<file path="config.mk">
export PLATFORM = sky130hd
export DESIGN_NAME = expr_eval_flat
export DESIGN_NICKNAME = d
export VERILOG_FILES = /design/src/rtl/expr_pkg.sv /design/src/rtl/expr_eval_if.sv /design/src/rtl/expr_eval_char_class.sv /design/src/rtl/expr_eval.sv /design/src/flat_wrapper.sv
export SDC_FILE = /design/constraint.sdc
export NUM_CORES = 1
export LEC_CHECK = 0
export CAP_MARGIN = 20
export CORE_UTILIZATION = 65
export DETAILED_ROUTE_END_ITERATION = 10
export GPL_TIMING_DRIVEN = 1
export PLACE_DENSITY_LB_ADDON = 0.12
export SYNTH_ARGS = -nofsm -noshare
export SYNTH_HDL_FRONTEND = slang
export SYNTH_SLANG_ARGS = --single-unit
</file>
<file path="constraint.sdc">
create_clock -name clk -period 11.7 [get_ports clk]
set_clock_uncertainty 0.1 [all_clocks]
set_input_delay 2.34 -clock clk [delete_from_list [all_inputs] [get_ports clk]]
set_output_delay 2.34 -clock clk [all_outputs]
set_load 0.005 [all_outputs]
</file>
<file path="src/rtl/expr_pkg.sv">
// Shared types and constants for the expression evaluator.
//   state_e : evaluator FSM states
//   op_e    : operator code produced by the character classifier
//   CH_*    : ASCII codes for the recognised characters
package expr_pkg;

  typedef enum logic [1:0] {
    IDLE = 2'd0,  // nothing consumed since clear
    NUM  = 2'd1,  // last character was a digit
    OP   = 2'd2,  // last character was an operator
    ERR  = 2'd3   // malformed input seen, sticky until clear
  } state_e;

  typedef enum logic [1:0] {
    ADD = 2'd0,
    SUB = 2'd1,
    MUL = 2'd2,
    BAD = 2'd3    // not an operator (digit or illegal byte)
  } op_e;

  localparam logic [7:0] CH_0     = 8'h30;
  localparam logic [7:0] CH_9     = 8'h39;
  localparam logic [7:0] CH_PLUS  = 8'h2B;
  localparam logic [7:0] CH_MINUS = 8'h2D;
  localparam logic [7:0] CH_STAR  = 8'h2A;

endpackage

</file>
<file path="src/rtl/expr_eval_if.sv">
// Character-stream bus between the producer and the expression evaluator.
//   in       : ASCII character
//   in_valid : character is consumed at this edge
//   ok       : consumed prefix is a complete expression
//   err      : consumed prefix is malformed (sticky)
//   result   : value of the prefix through its last digit
interface expr_eval_if #(
  parameter int WIDTH = 16
);
  logic [7:0]       in;
  logic             in_valid;
  logic             ok;
  logic             err;
  logic [WIDTH-1:0] result;

  modport master (
    output in, in_valid,
    input  ok, err, result
  );

  modport slave (
    input  in, in_valid,
    output ok, err, result
  );
endinterface

</file>
<file path="src/rtl/expr_eval_char_class.sv">
// Purely combinational character classifier.
//   in_i       : ASCII character
//   is_digit_o : character is '0'..'9'
//   digit_o    : numeric value of the digit (0 when not a digit)
//   op_o       : operator code, BAD for anything that is not + - *
module char_class
  import expr_pkg::*;
(
  input  logic [7:0] in_i,
  output logic       is_digit_o,
  output logic [3:0] digit_o,
  output op_e        op_o
);

  always_comb begin
    is_digit_o = (in_i >= CH_0) && (in_i <= CH_9);
    // '0'..'9' are 0x30..0x39, so the low nibble is the value.
    digit_o    = is_digit_o ? in_i[3:0] : 4'd0;
    case (in_i)
      CH_PLUS:  op_o = ADD;
      CH_MINUS: op_o = SUB;
      CH_STAR:  op_o = MUL;
      default:  op_o = BAD;
    endcase
  end

endmodule

</file>
<file path="src/rtl/expr_eval.sv">
// Streaming single-digit expression evaluator with * precedence over + / -.
//   clk : system clock
//   clr : synchronous active-high clear, overrides any input character
//   bus : expr_eval_if slave (in, in_valid -> ok, err, result)
// State is a running sum of completed additive terms plus the current signed
// product term; result is sum+term, refreshed only when a digit is consumed.
module expr_eval
  import expr_pkg::*;
#(
  parameter int WIDTH = 16
) (
  input logic        clk,
  input logic        clr,
  expr_eval_if.slave bus
);

  logic             is_digit;
  logic [3:0]       digit;
  op_e              op;

  state_e           state_q, state_d;
  logic [WIDTH-1:0] sum_q, sum_d;
  logic [WIDTH-1:0] term_q, term_d;
  logic [WIDTH-1:0] result_q, result_d;
  logic             neg_q, neg_d;
  logic             mul_q, mul_d;

  logic [WIDTH-1:0] digit_w;
  logic [WIDTH-1:0] prod;
  logic [WIDTH-1:0] term_new;
  logic [WIDTH-1:0] add_a, add_b, add_res;

  char_class u_cls (
    .in_i       (bus.in),
    .is_digit_o (is_digit),
    .digit_o    (digit),
    .op_o       (op)
  );

  // Datapath: one multiplier, one adder shared between "close the term on
  // +/-" (sum+term) and "refresh result on a digit" (sum'+term').
  always_comb begin
    digit_w  = {{(WIDTH-4){1'b0}}, digit};
    prod     = term_q * digit_w;
    if (state_q == IDLE)  term_new = digit_w;
    else if (mul_q)       term_new = prod;
    else if (neg_q)       term_new = '0 - digit_w;
    else                  term_new = digit_w;
    // A fresh expression starts from an empty sum.
    add_a    = (state_q == IDLE) ? '0 : sum_q;
    add_b    = is_digit ? term_new : term_q;
    add_res  = add_a + add_b;
  end

  always_comb begin
    state_d  = state_q;
    sum_d    = sum_q;
    term_d   = term_q;
    result_d = result_q;
    neg_d    = neg_q;
    mul_d    = mul_q;
    if (bus.in_valid) begin
      case (state_q)
        IDLE: begin
          if (is_digit) begin
            state_d  = NUM;
            sum_d    = '0;
            term_d   = term_new;
            result_d = add_res;
          end else begin
            state_d  = ERR;
          end
        end
        NUM: begin
          if (op == BAD) begin
            state_d = ERR;
          end else begin
            state_d = OP;
            if (op == MUL) begin
              mul_d = 1'b1;
            end else begin
              sum_d = add_res;
              mul_d = 1'b0;
              neg_d = (op == SUB);
            end
          end
        end
        OP: begin
          if (is_digit) begin
            state_d  = NUM;
            term_d   = term_new;
            result_d = add_res;
          end else begin
            state_d  = ERR;
          end
        end
        default: ; // ERR absorbs everything until clear
      endcase
    end
  end

  always_ff @(posedge clk) begin
    if (clr) begin
      state_q  <= IDLE;
      sum_q    <= '0;
      term_q   <= '0;
      result_q <= '0;
      neg_q    <= 1'b0;
      mul_q    <= 1'b0;
    end else begin
      state_q  <= state_d;
      sum_q    <= sum_d;
      term_q   <= term_d;
      result_q <= result_d;
      neg_q    <= neg_d;
      mul_q    <= mul_d;
    end
  end

  // Pure decodes of registered state; no input-to-output path.
  assign bus.ok     = (state_q == NUM);
  assign bus.err    = (state_q == ERR);
  assign bus.result = result_q;

endmodule

</file>
<file path="src/flat_wrapper.sv">
// flat-port wrapper written by rule: the top's interface ports become plain ports
module expr_eval_flat import expr_pkg::*;
#(
  parameter int WIDTH = 16
)
  (clk, clr, bus_in, bus_in_valid, bus_ok, bus_err, bus_result);
  expr_eval_if #(.WIDTH(WIDTH)) bus_i ();
  input logic clk;
  input logic clr;
  input wire logic [$bits(bus_i.in)-1:0] bus_in;
  input wire logic [$bits(bus_i.in_valid)-1:0] bus_in_valid;
  output wire logic [$bits(bus_i.ok)-1:0] bus_ok;
  output wire logic [$bits(bus_i.err)-1:0] bus_err;
  output wire logic [$bits(bus_i.result)-1:0] bus_result;
  assign bus_i.in = bus_in;
  assign bus_i.in_valid = bus_in_valid;
  assign bus_ok = bus_i.ok;
  assign bus_err = bus_i.err;
  assign bus_result = bus_i.result;
  expr_eval #(.WIDTH(WIDTH)) u_core (.clk(clk), .clr(clr), .bus(bus_i));
endmodule
</file>
Word level (Yosys, flattened, before mapping)

Cells that the tools add are included.

Flip-flop bits (word level): 52
Logic and storage cells: 51
Output and inout bits: 18

Equality and inequality tests: 12
$mul: 1
Muxes and demuxes: 15
Bitwise gates (word level): 2
Reductions and logical operators: 11
Magnitude comparators: 2
Add/subtract/negate cells: 2

Operator list:

| operator                                                                         | number |
|---|---|
| 16-bit two-way mux                                                               | 8 |
| 16-bit case mux with 2 select lines                                              | 1 |
| 8-bit by 6-bit equality test with 1-bit output, second input constant            | 3 |
| 16-bit adder                                                                     | 1 |
| 16-bit by 4-bit multiplier with 16-bit output                                    | 1 |
| 2-bit equality test, second input constant                                       | 4 |
| 8-bit by 6-bit >= comparator with 1-bit output, second input constant            | 1 |
| 8-bit by 6-bit less-or-equal comparator with 1-bit output, second input constant | 1 |
| 2-bit case mux with 3 select lines                                               | 1 |
| 3-bit AND reduction                                                              | 2 |
| 5-bit AND reduction                                                              | 1 |
| 1-bit by 4-bit subtractor with 5-bit output, first input constant                | 1 |
| 2-bit by 1-bit equality test with 1-bit output, second input constant            | 2 |
| 4-bit two-way mux                                                                | 1 |
| 2-bit inequality test, second input constant                                     | 2 |
| 2-bit case mux with 2 select lines                                               | 1 |
| 2-bit AND reduction                                                              | 2 |
| 4-bit AND reduction                                                              | 1 |
| 2-bit nonzero test                                                               | 2 |
| 2-bit logical NOT                                                                | 1 |
| 1-bit two-way mux                                                                | 2 |
| 2-bit two-way mux                                                                | 1 |
| 2-bit by 1-bit inequality test with 1-bit output, second input constant          | 1 |
| 1-bit NOT                                                                        | 2 |
| other kinds (2)                                                                  | 2 |

Longest topological paths before layout

Gate-level depths: netlist of run 1.

Depth after elaboration: 12
Mapped depth: 28
Gate-level depth less buffers: 25

Cells and area by module

Synthesis of run 1 repeated with hierarchy kept, for this count alone.

Cell total of the unflattened synthesis: 580
Area total of the unflattened synthesis: 4640.7 um^2

Modules (own cells, without submodules):

| module     | instances | cells an instance | sequential area each (um^2) | area each (um^2) |
|---|---|---|---|---|
| expr_eval  | 1         | 567               | 1041.0                      | 4540.6 |
| char_class | 1         | 13                | 0.0                         | 100.1 |

Least setup slack after synthesis of run 1

No wires, ideal clock.

Path type: input -> register
Start: input port bus_in[1]
End: register u_core.result_q[15], in the netlist u_core.bus.result[15]
Arrival time: 8.108 ns
Buffers on the path: 4
Stages: 26
Setup time: 0.062 ns
Slack: 3.430 ns
Path through: buf_6 -> o21ai_1 -> and2_1 -> clkbuf_1 -> clkbuf_1 -> clkbuf_1 -> nand3_1 -> fa_1 -> fa_1 -> inv_1 -> fa_1 -> a21o_1 -> a21oi_1 -> o21ai_1 -> a21oi_1 -> xor2_1 -> nand2_1 -> a22o_1 -> ha_1 -> a21o_1 -> a21o_1 -> a211o_1 -> a21oi_1 -> o21ai_1 -> or4_1 -> nand3_1

Longest elaborated chain between the ends: 9
Elaborated cells between the ends (all ways): 12
Those cells by class: add/sub: 2; mul: 1; order compare: 2; mux: 5; reduce/logical: 2

Ends and longest elaborated chain:

| item                                                                                                  | line               | source |
|---|---|---|
| from (decl)                                                                                           | flat_wrapper.sv:10 | `input wire logic [$bits(bus_i.in)-1:0] bus_in;` |
| parallel branches: the longest is 7 deep, another holds 16-bit by 4-bit multiplier with 16-bit output | n/a                |  |
| 16-bit two-way mux *                                                                                  | n/a                |  |
| via u_core.add_b[10]                                                                                  | expr_eval.sv:31    | `logic [WIDTH-1:0] add_a, add_b, add_res;` |
| 16-bit adder *                                                                                        | expr_eval.sv:52    | `add_res = add_a + add_b;` |
| to (signal assigned)                                                                                  | expr_eval.sv:114   | `result_q <= result_d;` |
| to (decl)                                                                                             | expr_eval.sv:24    | `logic [WIDTH-1:0] result_q, result_d;` |

Mark *: on every way through the listed nets, which the timed path passes.
A chain may end at the register's enable or synchronous reset.

Worst setup path after layout of run 1

Start: input port bus_in[2]
End: register u_core.sum_q[15]

Longest elaborated chain between the ends: 12
Elaborated cells between the ends (all ways): 24
Those cells by class: add/sub: 2; mul: 1; order compare: 2; eq/ne: 8; mux: 9; reduce/logical: 2

Ends and longest elaborated chain:

| item                                                                                                  | line             | source |
|---|---|---|
| parallel branches: the longest is 7 deep, another holds 16-bit by 4-bit multiplier with 16-bit output | n/a              |  |
| 16-bit two-way mux *                                                                                  | n/a              |  |
| via u_core.add_b[10]                                                                                  | expr_eval.sv:31  |  |
| 16-bit adder *                                                                                        | expr_eval.sv:52  |  |
| 16-bit two-way mux *                                                                                  | expr_eval.sv:79  | `if (op == MUL) begin` |
| 16-bit two-way mux *                                                                                  | expr_eval.sv:75  | `if (op == BAD) begin` |
| 16-bit case mux with 2 select lines *                                                                 | expr_eval.sv:63  | `case (state_q)` |
| to (signal assigned)                                                                                  | expr_eval.sv:112 | `sum_q <= sum_d;` |
| to (decl)                                                                                             | expr_eval.sv:22  | `logic [WIDTH-1:0] sum_q, sum_d;` |

Mark *: on every way through the listed nets, which the timed path passes. The select of a mux whose other input is x is not followed.

==> results_dict.tcl, run 1 <==
set metrics [dict create \
    cts_tree "done" \
    drt_iter0_markers 301 \
    crit_path_start "bus_in[2]" \
    yosysWarnings 0 \
    path_class "in2reg" \
    die_h_um 86.3 \
    ctsResizeCount 0 \
    antennaDiodeCount 0 \
    reg2reg_from "u_core.term_q[1]$_SDFFE_PP0P_" \
    io_buffers 28 \
    rrSetupSlack_ns 6.17 \
    startpoint_type "primary input" \
    worst_pin_slew_ns 1.02 \
    synth-edff-count 0 \
    synthArstFlopShare 0 \
    endpoint "u_core.sum_q[15]$_SDFFE_PP0P_" \
    period_minus_slack_ns 9.28 \
    root_buffer "clkbuf_8" \
    rows 30 \
    slew-limit-headroom 0.320 \
    ys_ff_latch 52 \
    antenna_found_initial 0 \
    timing.setup.tns_ns 0 \
    worstPathArrival_ns 9.44 \
    gr-total-overflow 0 \
    status "finished clean" \
    hold_buffers 0 \
    die_w_um 86.3 \
    grt.met2_usage 0.551 \
    fmax_mhz 108 \
    critPathMaxFanout 33 \
    busiest_layer "met2" \
    grtUsageMet3 0.0400 \
    yosysTopAreaCellShare 0.225 \
    routed_via_density 6.18 \
    yosysTopAreaCell "dfxtp_1" \
    wl_per_cell_um 17.1 \
    grt_usage 0.332 \
    synth.most_common_cell "dfxtp_1" \
    synthTopCellsByCount "dfxtp_1, nand2_1, inv_1, and2_1, nor2_1" \
    core-area_mm2 0.00683 \
    ys_seq_area_frac 0.225 \
    cts_inserted_buffers 5 \
    initial_core_util 0.676 \
    hold_class "reg2reg" \
    grt_first_pass_wirelength_um 19400 \
    ant_nets 0 \
    synth_area_leaders "dfxtp_1, fa_1, ha_1" \
    ioPinCount 29 \
    r2r_cells 20 \
    max_cap_violations 0 \
    fillers 575 \
    synthCells 566 \
    post-dp-hpwl_um 8830 \
    synthToLayoutAreaGrowth_pct 9.24 \
    syn_area_per_cell_um2 8.16 \
    critPathRequiredTime_ns 11.86 \
    synth.distinct_cells 56 \
    grt_setup_unrepaired "false" \
    drive_above_1_share 0.0379 \
    total_power_uw 306 \
    synth_nets 635 \
    finalMaxSlewViolations 0 \
    routabilityCongestion 0.968 \
    final_nets 649 \
    insertion_delay_ns 0.31 \
    cts_setup_buffers 0 \
    cellPowerDensity_mw_per_mm2 60.7 \
    syn_area_mm2 0.00462 \
    grt_pass1_vias 3977 \
    hold_viol 0 \
    firstDrtPassIters 5 \
    wl_um 11600 \
    grt_max_degree 34 \
    p_leak_uw 0.00233 \
    vdd_drop_max_mv 0.0632 \
    clock_sinks 52 \
    die_area_mm2 0.00745 \
    max-clock-path-buffers 2 \
    drc_errors 0 \
    crit_path_end_kind "flip-flop" \
    clk_pin_slew_ns 0.09 \
    post-route-period-util 0.793 \
    finalSetupViolCount 0 \
    via_count 4186 \
    rr_endpoint "u_core.sum_q[15]$_SDFFE_PP0P_" \
    htreeDepth 2 \
    min_from "u_core.bus.result[3]$_SDFFE_PP0P_" \
    synth_ff_type "dfxtp_1" \
    use_met1 0.441 \
]
-- report_power, final --
part / switching, uW / leakage [uW] / internal, uW
Clock: 62.3 / 0.0000414 / 42.7
Sequential: 0.792 / 0.000419 / 177
Combinational: 15.1 / 0.00187 / 7.64
Total: 78.2 / 0.00233 / 228
-- per-stage QoR --
stage / utilization / cells / instance area, um2 / setup slack [ns] / hold WS (ns)
after floorplan: - / 566 / 4620 / 3.43 / 0.340
after global placement: 0.724 / 668 / 4940 / 2.42 / 0.344
after detailed placement: 0.724 / 668 / 4940 / 2.26 / 0.350
after CTS: 0.737 / 676 / 5030 / 2.56 / 0.363
after global routing: 0.738 / 677 / 5040 / 1.76 / 0.396
final: 0.738 / 677 / 5040 / 2.42 / 0.357
-- cell usage in the layout, fill, tap and decap left out, types with 2 or more instances in the layout --
master and count:
nand2b_1 3, a31oi_1 2, xnor2_1 12, nand2_1 51, buf_4 5, and3_1 20, or3_1 3, nor2b_1 5
a211oi_1 2, o21ai_0 12, a21oi_1 28, ha_1 32, nand3_1 22, nand4b_1 2, a21o_1 11, o21bai_1 4
o21a_1 8, and2_1 37, o22ai_1 3, mux2i_1 6, dfxtp_1 52, nor2_1 36, a22oi_1 15, clkdlybuf4s50_1 28
a211o_1 2, inv_1 47, nor3_1 12, xor2_1 12, o21ai_1 15, a22o_1 29, clkbuf_8 5, nand3b_1 2
o211a_1 2, nand4_1 2, o31ai_1 3, o211ai_1 2, fa_1 26
-- sequential cells by signal (all words and copies together), names as in the netlist --
register,cells
u_core.sum_q,16
u_core.state_q,2
u_core.mul_q,1
u_core.neg_q,1
u_core.term_q,16
u_core.bus.result,16
-- worst max-delay path, cell delays in order --
cell             delay, ns
clkdlybuf4s50_1       0.78
o21ai_1               0.41
and2_1                0.86
nand3_1               0.22
fa_1                  0.54
fa_1                  0.54
inv_1                 0.07
fa_1                  0.47
a21o_1                0.18
a21oi_1               0.27
o21ai_1               0.10
a21oi_1               0.22
xor2_1                0.16
nand2_1               0.09
a22o_1                0.25
ha_1                  0.38
a21o_1                0.23
a21o_1                0.17
a211o_1               0.28
a21oi_1               0.19
o21ai_1               0.16
nor4b_1               0.37
a211o_1               0.15
-- layer usage --
| layer | up-vias | part of all wire |
|---|---|---|
| met5 | - | 0 |
| met4 | 0 | 0.032 |
| met3 | 33 | 0.048 |
| met2 | 149 | 0.48 |
| met1 | 1995 | 0.44 |
| li1 | 2009 | - |
-- area by class of cell --
type / count / area (um2) / share of cell area
clock inverter: 2 / 16.3 / 0.00322
multi-input combinational: 439 / 3290 / 0.651
tap: 96 / 120 / 0.0238
timing repair buffer: 34 / 329 / 0.0652
sequential: 52 / 1040 / 0.206
clock buffer: 6 / 72.6 / 0.0144
inverter: 48 / 180 / 0.0357
-- how the worst min path moves through the flow --
stage,depth (start not counted),to,slack [ns]
after global routing,2,u_core.bus.result[15]$_SDFFE_PP0P_,0.40
after floorplan,1,u_core.sum_q[11]$_SDFFE_PP0P_,0.34
after global placement,2,u_core.bus.result[3]$_SDFFE_PP0P_,0.34
after detailed placement,2,u_core.bus.result[3]$_SDFFE_PP0P_,0.35
final,2,u_core.bus.result[3]$_SDFFE_PP0P_,0.36
after CTS,2,u_core.bus.result[3]$_SDFFE_PP0P_,0.36
-- kinds of logic (layout without fill, tap and decap cells) --
kind of cell	after synthesis	after routing	share of synthesized area
and+or+nand+nor	201	201	0.221
AOI/OAI and AO/OA	149	149	0.229
buffers and inverters	75	90	0.0631
adders and majority gates	58	58	0.199
DFF	52	52	0.225
xor gates and xnor gates	25	25	0.0490
muxes	6	6	0.0130
(Power assumes the default switching activity.)
==> inputs of run 2 (changes only) <==
--- a/config.mk
+++ b/config.mk
@@ -6,7 +6,7 @@
 export NUM_CORES = 1
 export LEC_CHECK = 0
 export CAP_MARGIN = 20
-export CORE_UTILIZATION = 65
+export CORE_UTILIZATION = 55
 export DETAILED_ROUTE_END_ITERATION = 10
 export GPL_TIMING_DRIVEN = 1
 export PLACE_DENSITY_LB_ADDON = 0.12
==> constraint.sdc (replaced) <==
create_clock -name clk -period 7.6 [get_ports clk]
set_clock_uncertainty 0.1 [all_clocks]
set_input_delay 1.52 -clock clk [delete_from_list [all_inputs] [get_ports clk]]
set_output_delay 1.52 -clock clk [all_outputs]
set_load 0.005 [all_outputs]
==> run 2 against run 1 <==
  * Final cell count up 3.1%
  * Via count down 1.5%
  * Combinational power up 57%
  * Clock-buffer cell count unchanged
  * Highest routed layer unchanged
  * Sequential power up 54%
  * Flip-flop and latch count unchanged
  * Worst hold slack better by 0.012 ns
  * Largest power group unchanged
  * Critical path depth up 2
  * Routed wire length down 1.8%
==> results_dict.tcl, run 2 (same netlist as run 1, synthesis figures left out) <==
set metrics [dict create \
    grt_max_degree 25 \
    period_minus_slack_ns 7.24 \
    finalSetupViolCount 0 \
    final_area_mm2 0.00517 \
    cellPowerDensity_mw_per_mm2 96.5 \
    pre_cts_ws_ns -0.00931 \
    drc_errors 0 \
    root_buffer "clkbuf_8" \
    worst_pin_slew_ns 1.03 \
    drt_iter0_markers 219 \
    path_class "in2reg" \
    htreeDepth 2 \
    clock_sinks 52 \
    setup_ws_ns 0.356 \
    grt_usage 0.277 \
    max-clock-path-buffers 2 \
    die_h_um 93.6 \
    numPlacedInstances 690 \
    most-common-layout-cells "dfxtp_1, nand2_1, inv_1, and2_1, nor2_1" \
    fmax_mhz 138 \
    insertion_delay_ns 0.30 \
    clk_pin_slew_ns 0.10 \
    worstPathArrival_ns 7.39 \
    hold_class "reg2reg" \
    via_count 4123 \
    drive_above_1_share 0.0607 \
    core-area_mm2 0.00818 \
    grt_pass1_vias 3913 \
    grt_first_pass_wirelength_um 19100 \
    p_leak_uw 0.00241 \
    crit_path_end_kind "flip-flop" \
    antennaDiodeCount 0 \
    grt_setup_unrepaired "false" \
    wl_um 11400 \
    final_nets 661 \
    stdcell_count 698 \
    status "finished clean" \
    critPathRequiredTime_ns 7.75 \
    critPathMaxFanout 21 \
    max_cap_violations 0 \
    finalMaxSlewViolations 0 \
    startpoint_type "primary input" \
    ant_nets 0 \
    cts_setup_buffers 0 \
    io_buffers 28 \
    die_w_um 93.6 \
    synthToLayoutAreaGrowth_pct 11.9 \
    routed_via_density 5.91 \
    die_area_mm2 0.00877 \
    ioPinCount 29 \
    post-route-period-util 0.953 \
    gr-total-overflow 0 \
    vdd_drop_max_mv 0.0971 \
    rows 33 \
    cts_inserted_buffers 5 \
    hold_viol 0 \
    cts_tree "done" \
    slew-limit-headroom 0.309 \
    firstDrtPassIters 5 \
    post-dp-hpwl_um 8730 \
    hold_slack_ns 0.369 \
    antenna_found_initial 0 \
    initial_core_util 0.565 \
    mostFrequentLayoutCell "dfxtp_1" \
    wl_per_cell_um 16.3 \
    dpl_cell_area_mm2 0.00505 \
    routabilityCongestion 0.905 \
]
-- run 2: changes by cell type in the layout (fill, tap and decap cells not counted) --
cell	change
clkinv_2	+1
o21ai_1	-1
buf_6	-1
clkinv_4	-1
a21oi_2	+1
a21oi_1	-1
clkinvlp_4	-1
buf_4	+13
o21ai_2	+1
bufinv_16	+1
-- run 2: routing by layer --
| layer | wire [um] | GRT usage | vias to the layer above |
|---|---|---|---|
| met3 | 418 | 0.0293 | 12 |
| met5 | 0 | 0 | - |
| li1 | - | - | 2026 |
| met4 | 153 | 0.0667 | 0 |
| met2 | 5340 | 0.473 | 93 |
| met1 | 5460 | 0.375 | 1992 |
-- run 2: power breakdown --
group          internal [uW]  switching, uW
logic                   13.1           22.8
clock network           97.9           90.5
registers                273           1.17
total                    384            115
-- run 2: repair_timing --
item / in CTS / in global routing
hold endpoints to repair: 0 / 0
hold buffers: 0 / 0
gates resized for setup: 0 / 2
setup endpoints to repair: 0 / 2
-- run 2: worst paths after layout --
check | depth (start not counted) | start | slack [ns] | to
hold / removal | 2 | u_core.bus.result[3]$_SDFFE_PP0P_ | 0.37 | u_core.bus.result[3]$_SDFFE_PP0P_
hold reg to reg | 2 | u_core.bus.result[3]$_SDFFE_PP0P_ | 0.37 | u_core.bus.result[3]$_SDFFE_PP0P_
setup / recovery | 25 | bus_in[6] | 0.36 | u_core.bus.result[15]$_SDFFE_PP0P_
setup reg to reg | 20 | u_core.term_q[1]$_SDFFE_PP0P_ | 2.20 | u_core.bus.result[15]$_SDFFE_PP0P_
-- run 2: area by class of cell --
class                   count  area (um2)
multi-input cells         439        3290
clock buffers               6        72.6
clock inverters             2        35.0
fillers                   729        3010
inverters                  48         180
flip-flops and latches     52        1040
well taps                 105         131
repair buffers             46         415
-- run 2: critical path: stages --
cell             delay (ns)
clkdlybuf4s50_1        0.48
and4bb_2               0.28
and2_1                 0.20
buf_4                  0.21
and3_1                 0.21
fa_1                   0.54
inv_1                  0.05
fa_1                   0.54
inv_1                  0.05
ha_1                   0.33
nand3_1                0.10
o22ai_1                0.38
o21a_1                 0.18
o21a_1                 0.14
o21a_1                 0.16
o21ai_1                0.10
a22o_1                 0.27
ha_1                   0.24
a21o_1                 0.18
a21o_1                 0.17
a211o_1                0.30
a21oi_2                0.15
o21ai_1                0.14
or4_1                  0.41
nand3_1                0.08
-- run 2: stage by stage --
step,setup TNS (ns),util,power (uW)
final,0,0.632,499
after global routing,0,0.632,518
after CTS,0,0.631,505
after detailed placement,-0.00931,0.618,317
after global placement,0,0.618,316
after floorplan,0,-,301
==> inputs of run 3 (changes only) <==
--- a/config.mk
+++ b/config.mk
@@ -8,8 +8,8 @@
 export CAP_MARGIN = 20
 export CORE_UTILIZATION = 55
 export DETAILED_ROUTE_END_ITERATION = 10
-export GPL_TIMING_DRIVEN = 1
 export PLACE_DENSITY_LB_ADDON = 0.12
 export SYNTH_ARGS = -nofsm -noshare
 export SYNTH_HDL_FRONTEND = slang
 export SYNTH_SLANG_ARGS = --single-unit
+export TNS_END_PERCENT = 10
==> results of run 3 <==
No change in the layout: final DEF, timing and power equal those of run 2.
